### src/rtl/mmips_net_if_pkg.sv
`default_nettype none
// ============================================================================
// Module   : mmips_net_if_pkg
// Brief    : Shared definitions for the mMIPS network interface: flit width,
//            flit type codes, TX/RX state encodings and head payload builder.
// Revision : 1.0 - initial release
// ============================================================================
package mmips_net_if_pkg;

  localparam int FLIT_W = 34;
  localparam int WORD_W = 32;

  // Flit type codes carried in tx_flit/rx_flit[33:32]
  typedef enum logic [1:0] {
    FLIT_BODY = 2'b00,
    FLIT_HEAD = 2'b01,
    FLIT_TAIL = 2'b10,
    FLIT_RSVD = 2'b11
  } flit_type_e;

  // Transmit serialiser states
  typedef enum logic [0:0] {
    TX_HEAD = 1'b0,
    TX_BODY = 1'b1
  } tx_state_e;

  // Receive deserialiser states
  typedef enum logic [1:0] {
    RX_IDLE = 2'b00,
    RX_DATA = 2'b01,
    RX_DROP = 2'b10
  } rx_state_e;

  // Head payload: source address in the upper half, destination in the lower
  function automatic logic [WORD_W-1:0] head_payload(input logic [15:0] src,
                                                     input logic [15:0] dst);
    return {src, dst};
  endfunction

endpackage
`default_nettype wire

### src/rtl/mmips_netif_fifo.sv
`default_nettype none
// ============================================================================
// Module   : mmips_netif_fifo
// Brief    : First-word-fall-through FIFO with full/empty/count. A push into a
//            full FIFO is dropped unless a pop happens in the same cycle; a pop
//            of an empty FIFO is ignored. DEPTH must be a power of two >= 2.
// Revision : 1.0 - initial release
// ============================================================================
module mmips_netif_fifo #(
  parameter int WIDTH = 32,
  parameter int DEPTH = 4
) (
  input  logic                     clk,
  input  logic                     rst_n,
  input  logic                     push,
  input  logic                     pop,
  input  logic [WIDTH-1:0]         din,
  output logic [WIDTH-1:0]         dout,
  output logic                     full,
  output logic                     empty,
  output logic [$clog2(DEPTH):0]   count
);

  localparam int PTR_W = $clog2(DEPTH);
  localparam int CNT_W = PTR_W + 1;

  logic [WIDTH-1:0] r_mem [DEPTH];
  logic [PTR_W-1:0] r_wr_ptr;
  logic [PTR_W-1:0] r_rd_ptr;
  logic [CNT_W-1:0] r_count;
  logic             w_wr_en;
  logic             w_rd_en;

  assign full    = (r_count == CNT_W'(DEPTH));
  assign empty   = (r_count == '0);
  assign count   = r_count;
  assign dout    = r_mem[r_rd_ptr];
  // A full FIFO still accepts a push when the head leaves in the same cycle
  assign w_rd_en = pop & ~empty;
  assign w_wr_en = push & (~full | pop);

  // Storage array; contents are don't-care until written
  always_ff @(posedge clk) begin
    if (w_wr_en) begin
      r_mem[r_wr_ptr] <= din;
    end
  end

  // Pointers wrap naturally modulo DEPTH; count tracks occupancy
  always_ff @(posedge clk or negedge rst_n) begin
    if (!rst_n) begin
      r_wr_ptr <= '0;
      r_rd_ptr <= '0;
      r_count  <= '0;
    end else begin
      if (w_wr_en) begin
        r_wr_ptr <= r_wr_ptr + PTR_W'(1);
      end
      if (w_rd_en) begin
        r_rd_ptr <= r_rd_ptr + PTR_W'(1);
      end
      r_count <= r_count + CNT_W'(w_wr_en) - CNT_W'(w_rd_en);
    end
  end

endmodule
`default_nettype wire

### src/rtl/mmips_net_if.sv
`default_nettype none
// ============================================================================
// Module   : mmips_net_if
// Brief    : Packet network interface behind the mMIPS device bridge. CPU
//            words are queued in a TX FIFO and sent as head/body/tail flits;
//            received packets addressed to NODE_ID are queued in an RX FIFO
//            that the CPU drains through dev_r/dev_dout.
// Options  : define MMIPS_NETIF_STATS_EN to add the stat_* packet counters.
// Revision : 1.0 - initial release
// ============================================================================
module mmips_net_if
  import mmips_net_if_pkg::*;
#(
  parameter int NODE_ID  = 0,
  parameter int DEST_W   = 8,
  parameter int TX_DEPTH = 4,
  parameter int RX_DEPTH = 4
) (
  input  logic              clk,
  input  logic              rst_n,
  input  logic [31:0]       dev_din,
  input  logic              dev_wdata,
  input  logic              dev_waddr,
  input  logic              dev_w,
  input  logic              dev_send_eop,
  input  logic              dev_r,
  output logic [31:0]       dev_dout,
  output logic              dev_rdyr,
  output logic              dev_rdyw,
  output logic              dev_rcv_eop,
  output logic [FLIT_W-1:0] tx_flit,
  output logic              tx_valid,
  input  logic              tx_ready,
  input  logic [FLIT_W-1:0] rx_flit,
  input  logic              rx_valid,
  output logic              rx_ready
`ifdef MMIPS_NETIF_STATS_EN
  ,
  output logic [15:0]       stat_tx_pkts,
  output logic [15:0]       stat_rx_pkts,
  output logic [15:0]       stat_rx_drop
`endif
);

  localparam logic [DEST_W-1:0] NODE_ADDR = DEST_W'(NODE_ID);
  localparam int TXE_W = 1 + DEST_W + WORD_W;  // {eop, dest, data}
  localparam int RXE_W = 1 + WORD_W;           // {eop, data}

  logic [WORD_W-1:0]         r_dreg;
  logic [DEST_W-1:0]         r_dest;
  tx_state_e                 r_tx_state;
  tx_state_e                 w_tx_state_nxt;
  rx_state_e                 r_rx_state;
  rx_state_e                 w_rx_state_nxt;

  logic [DEST_W-1:0]         w_push_dest;
  logic [TXE_W-1:0]          w_tx_din;
  logic [TXE_W-1:0]          w_tx_dout;
  logic                      w_tx_pop;
  logic                      w_tx_full;
  logic                      w_tx_empty;
  logic [$clog2(TX_DEPTH):0] w_tx_count;
  logic                      w_tx_eop;
  logic [DEST_W-1:0]         w_tx_head_dest;
  logic [WORD_W-1:0]         w_tx_data;
  logic                      w_tx_hs;

  logic [RXE_W-1:0]          w_rx_din;
  logic [RXE_W-1:0]          w_rx_dout;
  logic                      w_rx_push;
  logic                      w_rx_eop;
  logic                      w_rx_full;
  logic                      w_rx_empty;
  logic [$clog2(RX_DEPTH):0] w_rx_count;
  flit_type_e                w_rx_type;
  logic [WORD_W-1:0]         w_rx_pay;
  logic                      w_rx_acc;
  logic                      w_rx_hit;
  logic                      w_drop_head;
  logic                      w_unused;

  // ---------------------------------------------------------------- CPU side
  // Data holding and destination registers written by the bridge strobes
  always_ff @(posedge clk or negedge rst_n) begin
    if (!rst_n) begin
      r_dreg <= '0;
      r_dest <= '0;
    end else begin
      if (dev_wdata) begin
        r_dreg <= dev_din;
      end
      if (dev_waddr) begin
        r_dest <= dev_din[DEST_W-1:0];
      end
    end
  end

  // An address written in the same cycle as the push applies to that word
  assign w_push_dest = dev_waddr ? dev_din[DEST_W-1:0] : r_dest;
  assign w_tx_din    = {dev_send_eop, w_push_dest, r_dreg};

  mmips_netif_fifo #(
    .WIDTH (TXE_W),
    .DEPTH (TX_DEPTH)
  ) u_tx_fifo (
    .clk   (clk),
    .rst_n (rst_n),
    .push  (dev_w),
    .pop   (w_tx_pop),
    .din   (w_tx_din),
    .dout  (w_tx_dout),
    .full  (w_tx_full),
    .empty (w_tx_empty),
    .count (w_tx_count)
  );

  assign w_tx_eop       = w_tx_dout[TXE_W-1];
  assign w_tx_head_dest = w_tx_dout[WORD_W +: DEST_W];
  assign w_tx_data      = w_tx_dout[WORD_W-1:0];
  assign dev_rdyw       = ~w_tx_full;

  // ------------------------------------------------------------ TX serialiser
  assign tx_valid = ~w_tx_empty;
  assign w_tx_hs  = tx_valid & tx_ready;

  // TX state register
  always_ff @(posedge clk or negedge rst_n) begin
    if (!rst_n) begin
      r_tx_state <= TX_HEAD;
    end else begin
      r_tx_state <= w_tx_state_nxt;
    end
  end

  // Head flit is generated from the first entry without popping it; body and
  // tail flits pop one entry each. Flit is a function of state and FIFO head
  // only, so it holds steady while the link stalls.
  always_comb begin
    w_tx_state_nxt = r_tx_state;
    w_tx_pop       = 1'b0;
    tx_flit        = '0;
    case (r_tx_state)
      TX_HEAD: begin
        tx_flit = {FLIT_HEAD, head_payload(16'(NODE_ADDR), 16'(w_tx_head_dest))};
        if (w_tx_hs) begin
          w_tx_state_nxt = TX_BODY;
        end
      end
      TX_BODY: begin
        tx_flit = {(w_tx_eop ? FLIT_TAIL : FLIT_BODY), w_tx_data};
        if (w_tx_hs) begin
          w_tx_pop = 1'b1;
          if (w_tx_eop) begin
            w_tx_state_nxt = TX_HEAD;
          end
        end
      end
      default: begin
        w_tx_state_nxt = TX_HEAD;
      end
    endcase
  end

  // ---------------------------------------------------------- RX deserialiser
  assign w_rx_type = flit_type_e'(rx_flit[FLIT_W-1:WORD_W]);
  assign w_rx_pay  = rx_flit[WORD_W-1:0];
  assign w_rx_hit  = (w_rx_pay[DEST_W-1:0] == NODE_ADDR);
  // Only the data state can be blocked; idle and drop always sink flits
  assign rx_ready  = (r_rx_state != RX_DATA) | ~w_rx_full;
  assign w_rx_acc  = rx_valid & rx_ready;

  // RX state register
  always_ff @(posedge clk or negedge rst_n) begin
    if (!rst_n) begin
      r_rx_state <= RX_IDLE;
    end else begin
      r_rx_state <= w_rx_state_nxt;
    end
  end

  // A head seen mid-packet restarts reception; words already queued keep
  // eop=0, so the CPU sees them merged into the following packet.
  always_comb begin
    w_rx_state_nxt = r_rx_state;
    w_rx_push      = 1'b0;
    w_rx_eop       = 1'b0;
    w_drop_head    = 1'b0;
    case (r_rx_state)
      RX_IDLE: begin
        if (w_rx_acc && (w_rx_type == FLIT_HEAD)) begin
          w_rx_state_nxt = w_rx_hit ? RX_DATA : RX_DROP;
          w_drop_head    = ~w_rx_hit;
        end
      end
      RX_DATA: begin
        if (w_rx_acc) begin
          case (w_rx_type)
            FLIT_BODY: begin
              w_rx_push = 1'b1;
            end
            FLIT_TAIL: begin
              w_rx_push      = 1'b1;
              w_rx_eop       = 1'b1;
              w_rx_state_nxt = RX_IDLE;
            end
            FLIT_HEAD: begin
              w_rx_state_nxt = w_rx_hit ? RX_DATA : RX_DROP;
              w_drop_head    = ~w_rx_hit;
            end
            default: begin
              w_rx_push = 1'b0;
            end
          endcase
        end
      end
      RX_DROP: begin
        if (w_rx_acc && (w_rx_type == FLIT_TAIL)) begin
          w_rx_state_nxt = RX_IDLE;
        end
      end
      default: begin
        w_rx_state_nxt = RX_IDLE;
      end
    endcase
  end

  assign w_rx_din = {w_rx_eop, w_rx_pay};

  mmips_netif_fifo #(
    .WIDTH (RXE_W),
    .DEPTH (RX_DEPTH)
  ) u_rx_fifo (
    .clk   (clk),
    .rst_n (rst_n),
    .push  (w_rx_push),
    .pop   (dev_r),
    .din   (w_rx_din),
    .dout  (w_rx_dout),
    .full  (w_rx_full),
    .empty (w_rx_empty),
    .count (w_rx_count)
  );

  assign dev_rdyr    = ~w_rx_empty;
  assign dev_dout    = w_rx_empty ? '0 : w_rx_dout[WORD_W-1:0];
  assign dev_rcv_eop = ~w_rx_empty & w_rx_dout[RXE_W-1];

  // Occupancy counts are exported by the FIFO but flags suffice here
  assign w_unused = &{1'b0, w_tx_count, w_rx_count, w_drop_head};

`ifdef MMIPS_NETIF_STATS_EN
  logic [15:0] r_stat_tx;
  logic [15:0] r_stat_rx;
  logic [15:0] r_stat_drop;

  // Free-running packet counters, wrapping at 2^16
  always_ff @(posedge clk or negedge rst_n) begin
    if (!rst_n) begin
      r_stat_tx   <= '0;
      r_stat_rx   <= '0;
      r_stat_drop <= '0;
    end else begin
      if (w_tx_pop && w_tx_eop) begin
        r_stat_tx <= r_stat_tx + 16'd1;
      end
      if (w_rx_push && w_rx_eop) begin
        r_stat_rx <= r_stat_rx + 16'd1;
      end
      if (w_drop_head) begin
        r_stat_drop <= r_stat_drop + 16'd1;
      end
    end
  end

  assign stat_tx_pkts = r_stat_tx;
  assign stat_rx_pkts = r_stat_rx;
  assign stat_rx_drop = r_stat_drop;
`endif

endmodule
`default_nettype wire

### config.mk
export PLATFORM = sky130hd
export DESIGN_NAME = mmips_net_if
export DESIGN_NICKNAME = d
export VERILOG_FILES = /design/src/rtl/mmips_net_if_pkg.sv /design/src/rtl/mmips_netif_fifo.sv /design/src/rtl/mmips_net_if.sv
export SDC_FILE = /design/constraint.sdc
export NUM_CORES = 1
export LEC_CHECK = 0
export ABC_AREA = 1
export BUFFER_PORTS_ARGS = -buffer_cell sky130_fd_sc_hd__buf_2
export CAP_MARGIN = 20
export CORE_ASPECT_RATIO = 0.6
export CORE_UTILIZATION = 45
export CTS_CLUSTER_SIZE = 24
export DETAILED_ROUTE_END_ITERATION = 12
export PLACE_DENSITY = 0.75
export RECOVER_POWER = 100
export REMOVE_ABC_BUFFERS = 1
export SKIP_CTS_REPAIR_TIMING = 1
export SYNTH_ARGS = -nofsm -noshare
export SYNTH_HDL_FRONTEND = slang
export SYNTH_SLANG_ARGS = --single-unit
### constraint.sdc
create_clock -name clk -period 3 [get_ports clk]
set_input_delay 0.15 -clock clk [delete_from_list [all_inputs] [get_ports clk]]
set_output_delay 0.15 -clock clk [all_outputs]
set_load 0.1 [all_outputs]
## Word level (Yosys, flattened, before mapping)

Memories as Yosys holds them, arrays and structs flattened.
Index checks and enable logic that the tools add are counted.

- Flip-flop bits (word level): 57
- Bits in writable memories: 296
- Bits of input ports: 75
- Memories kept: 2

Memory list:

| memory | words | bits a word | rd ports | clocked after Yosys merged registers in | wr ports | line | source |
|---|---|---|---|---|---|---|---|
| u_tx_fifo.r_mem | 4 | 41 | 1 | 0 | 1 | mmips_netif_fifo.sv:27 | `logic [WIDTH-1:0] r_mem [DEPTH];` |
| u_rx_fifo.r_mem | 4 | 33 | 1 | 0 | 1 | mmips_netif_fifo.sv:27 |  |

- Add/subtract/negate cells: 8
- Equal/unequal tests: 11
- Multiplexer cells: 25
- Bitwise operators: 15
- Reduce and logical (&&, ||, !) cells: 9

Operators by type and width:

| cell | number |
|---|---|
| $pmux 34 s2 | 1 |
| $mux 32 | 1 |
| $mux 1 | 14 |
| $mux 2 | 5 |
| $add 2x1->2 const B | 4 |
| $logic_not 8->1 | 1 |
| $mux 8 | 1 |
| $and 1x1->1 | 7 |
| $add 3x1->3 | 2 |
| $eq 3x3->1 const B | 2 |
| $logic_not 3->1 | 2 |
| $ne 2x2->1 const B | 3 |
| $pmux 2 s3 | 1 |
| $sub 3x1->3 | 2 |
| $not 1->1 | 5 |
| $eq 2x1->1 const B | 2 |
| $eq 2x2->1 const B | 2 |
| $logic_not 2->1 | 2 |
| $pmux 2 s2 | 1 |
| $reduce_and 4->1 | 1 |
| $ne 3x3->1 const B | 1 |
| $or 1x1->1 | 3 |
| $logic_and 1x1->1 | 2 |
| $ne 2x1->1 const B | 1 |
| 2 further kinds | 2 |

## Logic depth before layout (Yosys ltp)

- Depth in word-level cells: 9
- Mapped depth: 10
- Gate-level depth less buffers: 10

## Modules after synthesis

A second synthesis with hierarchy kept.

- Cell total of the unflattened synthesis: 1190
- Area, all modules: 14606.5 um2

By module, submodules not included:

| module | instances | cells each | area an instance (um2) |
|---|---|---|---|
| mmips_netif_fifo (u_tx_fifo) | 1 | 496 | 6681.4 |
| mmips_netif_fifo (u_rx_fifo) | 1 | 411 | 5452.7 |
| mmips_net_if | 1 | 283 | 2472.4 |

## Worst setup path before layout

Ideal clock, no wire load.

- Kind: flip-flop to flip-flop
- Start point: register r_tx_state
- End point: memory u_tx_fifo.r_mem[0][0] (netlist bit) (enable)
- Library setup time: 0.440 ns
- Data arrival time: 2.468 ns
- Setup slack: 0.093 ns
- Stages on the path, launching flop included: 5
- Path buffers: 0
- Path through: dfrtp_1 inv_2 o211ai_1 nand2_1 nor2_1

- Cells in the longest elaborated chain, start to end: 5

Ends and longest elaborated chain:

| what | line | source |
|---|---|---|
| start: declaration | mmips_net_if.sv:51 | `tx_state_e r_tx_state;` |
| start signal: assignment | mmips_net_if.sv:131 | `r_tx_state <= w_tx_state_nxt;` |
| $mux 1 | mmips_net_if.sv:142 | `case (r_tx_state)` |
| $or 1x1->1 | mmips_netif_fifo.sv:40 | `assign w_wr_en = push & (~full \| pop);` |
| $and 1x1->1 | mmips_netif_fifo.sv:40 |  |
| $mux 1 | mmips_netif_fifo.sv:44 | `if (w_wr_en) begin` |
| $mux 1 (not written as such) | mmips_netif_fifo.sv:45 | `r_mem[r_wr_ptr] <= din;` |
| end: declaration | mmips_netif_fifo.sv:27 |  |

No other way between the ends.

## Final worst setup path

- Start point: register u_tx_fifo.r_rd_ptr[0]
- End point: output port tx_flit[10]

- Cells in the longest elaborated chain, start to end: 2

Ends and longest elaborated chain:

| what | line | source |
|---|---|---|
| start: declaration | mmips_netif_fifo.sv:29 | `logic [PTR_W-1:0] r_rd_ptr;` |
| start signal: assignment | mmips_netif_fifo.sv:60 | `r_rd_ptr <= r_rd_ptr + PTR_W'(1);` |
| $mem_v2 4x41 | -- |  |
| $pmux 34 s2 | mmips_net_if.sv:142 |  |
| end: declaration | mmips_net_if.sv:31 | `output logic [FLIT_W-1:0] tx_flit,` |

No other way between the ends.

==> flow_summary.yaml <==
status:
  violations: "capacitance limit, slew limit"
  outcome: "finished with violations"
sta:
  min_period_ps: 2810
  max_slew_margin_pct: -56.9
  fmax_ghz: 0.356
  hold_viol: 0
  period_share_pct: 93.6
  rsz0062_at_grt: "no"
  worst_clock_skew_ps: 24.2
  setup-violations-final: 0
  tightest_slew_ps: 2350
  fin_setup_tns_ps: 0
  slew_viol_final: 33
floorplanning:
  fp.dieW_um: 230
  die-area_um2: 31900
  die_height_um: 139
  core_um2: 30300
  rows: 49
  start_util_pct: 46.3
  num_io_pins: 146
route:
  routed_via_density: 5.16
  first_pass_iters: 8
  wl_per_cell_um: 18.0
  drtAntennaViolNets: 0
  via_count: 8917
  routed_wl_um: 31200
  first_iter_violations: 753
  drc_errors: 0
cells_and_area:
  diodes: 0
  fillCellCount: 2432
  syn2layout_area_growth_pct: 22.1
  final_cell_mix: "edfxtp_1 (296), nor2_1 (278), o21ai_0 (119)"
  stdcell_count: 1729
  final_common_cell: "edfxtp_1"
  regArea_um2: 10300
  multiInputGateArea_um2: 3260
  fin_nets: 1384
  drive_gt1_share_pct: 17.1
clocking:
  clk-insertion-delay-late_ps: 520
  htreeDepth: 2
  cts.sinks: 353
  cts.clk_slew.worst_paths_ps: 60
  numCtsBuffers: 34
  cts_max_path_buffers: 3
  cts_tree: "done"
  cts_root_buf: "clkbuf_16"
synth:
  synthFlopType: "edfxtp_1"
  yosysSeqAreaShare_pct: 73.6
  synthCells: 1081
  synth.distinct_cells: 32
  ys_warn_count: 0
  synth_area_per_cell_um2: 13.0
  syn_area_um2: 14000
  ys_seq_elements: 353
  synth_edf_count: 296
  async_flop_share_pct: 16.1
critical_path:
  slowest_delay_ps: 810
  worstPathMaxFanout: 51
  startpoint: "u_tx_fifo.r_rd_ptr[0]$_DFFE_PN0P_"
  endpoint_kind: "primary output"
  crit_path_start_kind: "register"
  crit_path_top_delay_cell: "dfrtp_2"
  cp_common_cell: "nor2_1"
  critPathKind: "register to primary output"
  reg2reg_from: "r_rx_state[0]$_DFFE_PN0P_"
  required_ps: 2850
  crit_chain: "buf_12, nor2_1, nor2_1, o21ai_0, a21oi_1, buf_2"
  worstPathArrival_ps: 2660
global_routing:
  gr-total-overflow: 0
  grt_pass1_vias: 8602
  grtUsageTotal_pct: 19.0
  antenna_found_initial: 0
  grt_max_degree: 69
  grt_pass1_wl_um: 47200
worst_hold_path:
  hold_class: "primary input to register"
  min_from: "dev_r"
placed_design:
  routabilityCongestion: 0.771
  placedCellCount: 1599
  dpl.hpwl_um: 18100
  port_buffers: 145
job:
  cap_violations: 1
stage by stage:
step | hold WS [ps] | setup slack (ps) | instance area, µm² | util, %
final | 52.5 | 193 | 17100 | 56.5
after global routing | 50.7 | 31.9 | 17100 | 56.5
after CTS | -173 | 233 | 17200 | 56.8
after detailed placement | 365 | 799 | 16100 | 53.1
after global placement | 365 | 863 | 16100 | 53.1
after floorplan | -146 | -819 | 13700 | -
cell families after synthesis:
kind of cell	after synthesis	synth area share [%]
AOI/OAI and AO/OA	230	8.42
xor gates and xnor gates	10	0.625
adders and majority gates	14	1.36
buffers and inverters	96	3.30
DFF	353	73.6
muxes	40	3.22
and+or+nand+nor	338	9.45
sequential cells by signal, indices dropped and copies added, names as in the netlist, 3 cells and up:
register,count
u_tx_fifo.count,3
r_dest,8
u_rx_fifo.r_mem,132
r_dreg,32
u_tx_fifo.r_mem,164
u_rx_fifo.count,3
per-layer routing:
layer,share of wire [%],routed length (µm),GRT usage [%],up-vias
met3,6.0,1880,4.07,38
met5,0,0,0,-
li1,-,-,-,4237
met4,1.3,402,4.18,0
met2,46,14300,29.2,275
met1,47,14600,28.0,4367
worst max-delay path, delay by kind of cell, from the launching register on:
| kind | cells | cell delay (ps) |
|---|---|---|
| flip-flops | 1 | 810 |
| buffers and inverters | 2 | 790 |
| AO/OA/AOI/OAI | 2 | 330 |
| AND/OR/NAND/NOR | 2 | 150 |
path summary, 6_finish.rpt:
path | to | slack [ps] | cells past startpoint
worst max-delay path | tx_flit[10] | 190 | 6
worst min-delay path | u_rx_fifo.r_rd_ptr[0]$_DFFE_PN0P_ | 50 | 4
worst max register to register | u_rx_fifo.r_mem[1][22]$_DFFE_PP_ | 400 | 5
worst min register to register | u_tx_fifo.r_mem[1][17]$_DFFE_PP_ | 510 | 0
max in group asynchronous | r_dreg[20]$_DFFE_PN0P_ | 520 | 4
min in group asynchronous | r_dreg[2]$_DFFE_PN0P_ | 440 | 2
cell type report:
class | instances | share of cell area [%]
Timing Repair Buffer | 237 | 10.3
Sequential cell | 353 | 60.3
Clock inverter | 14 | 1.05
Inverter | 37 | 0.812
Tap cell | 408 | 2.98
Clock buffer | 48 | 5.52
Multi-Input combinational cell | 632 | 19.0
cell usage after synthesis (2+ instances only):
cell | n | area (µm²)
nand3_1 | 3 | 15.0
inv_1 | 30 | 113
a21oi_1 | 59 | 295
buf_6 | 8 | 90.1
clkbuf_2 | 4 | 20.0
xnor2_1 | 4 | 35.0
nand2_1 | 43 | 161
edfxtp_1 | 296 | 8890
buf_2 | 20 | 100
buf_4 | 3 | 22.5
inv_2 | 7 | 26.3
o22ai_1 | 17 | 106
clkbuf_1 | 24 | 90.1
nor2_2 | 2 | 12.5
ha_1 | 12 | 150
nand4_1 | 2 | 12.5
o211ai_1 | 2 | 15.0
mux2_2 | 38 | 428
nor2_1 | 282 | 1060
dfrtp_1 | 57 | 1430
xor2_1 | 6 | 52.6
mux2_1 | 2 | 22.5
fa_1 | 2 | 40.0
o21ai_1 | 32 | 160
o21ai_0 | 119 | 596
Power is left out: the tool's default activity adds up to more than one toggle a clock period on the data nets, which glitch-free logic cannot reach.
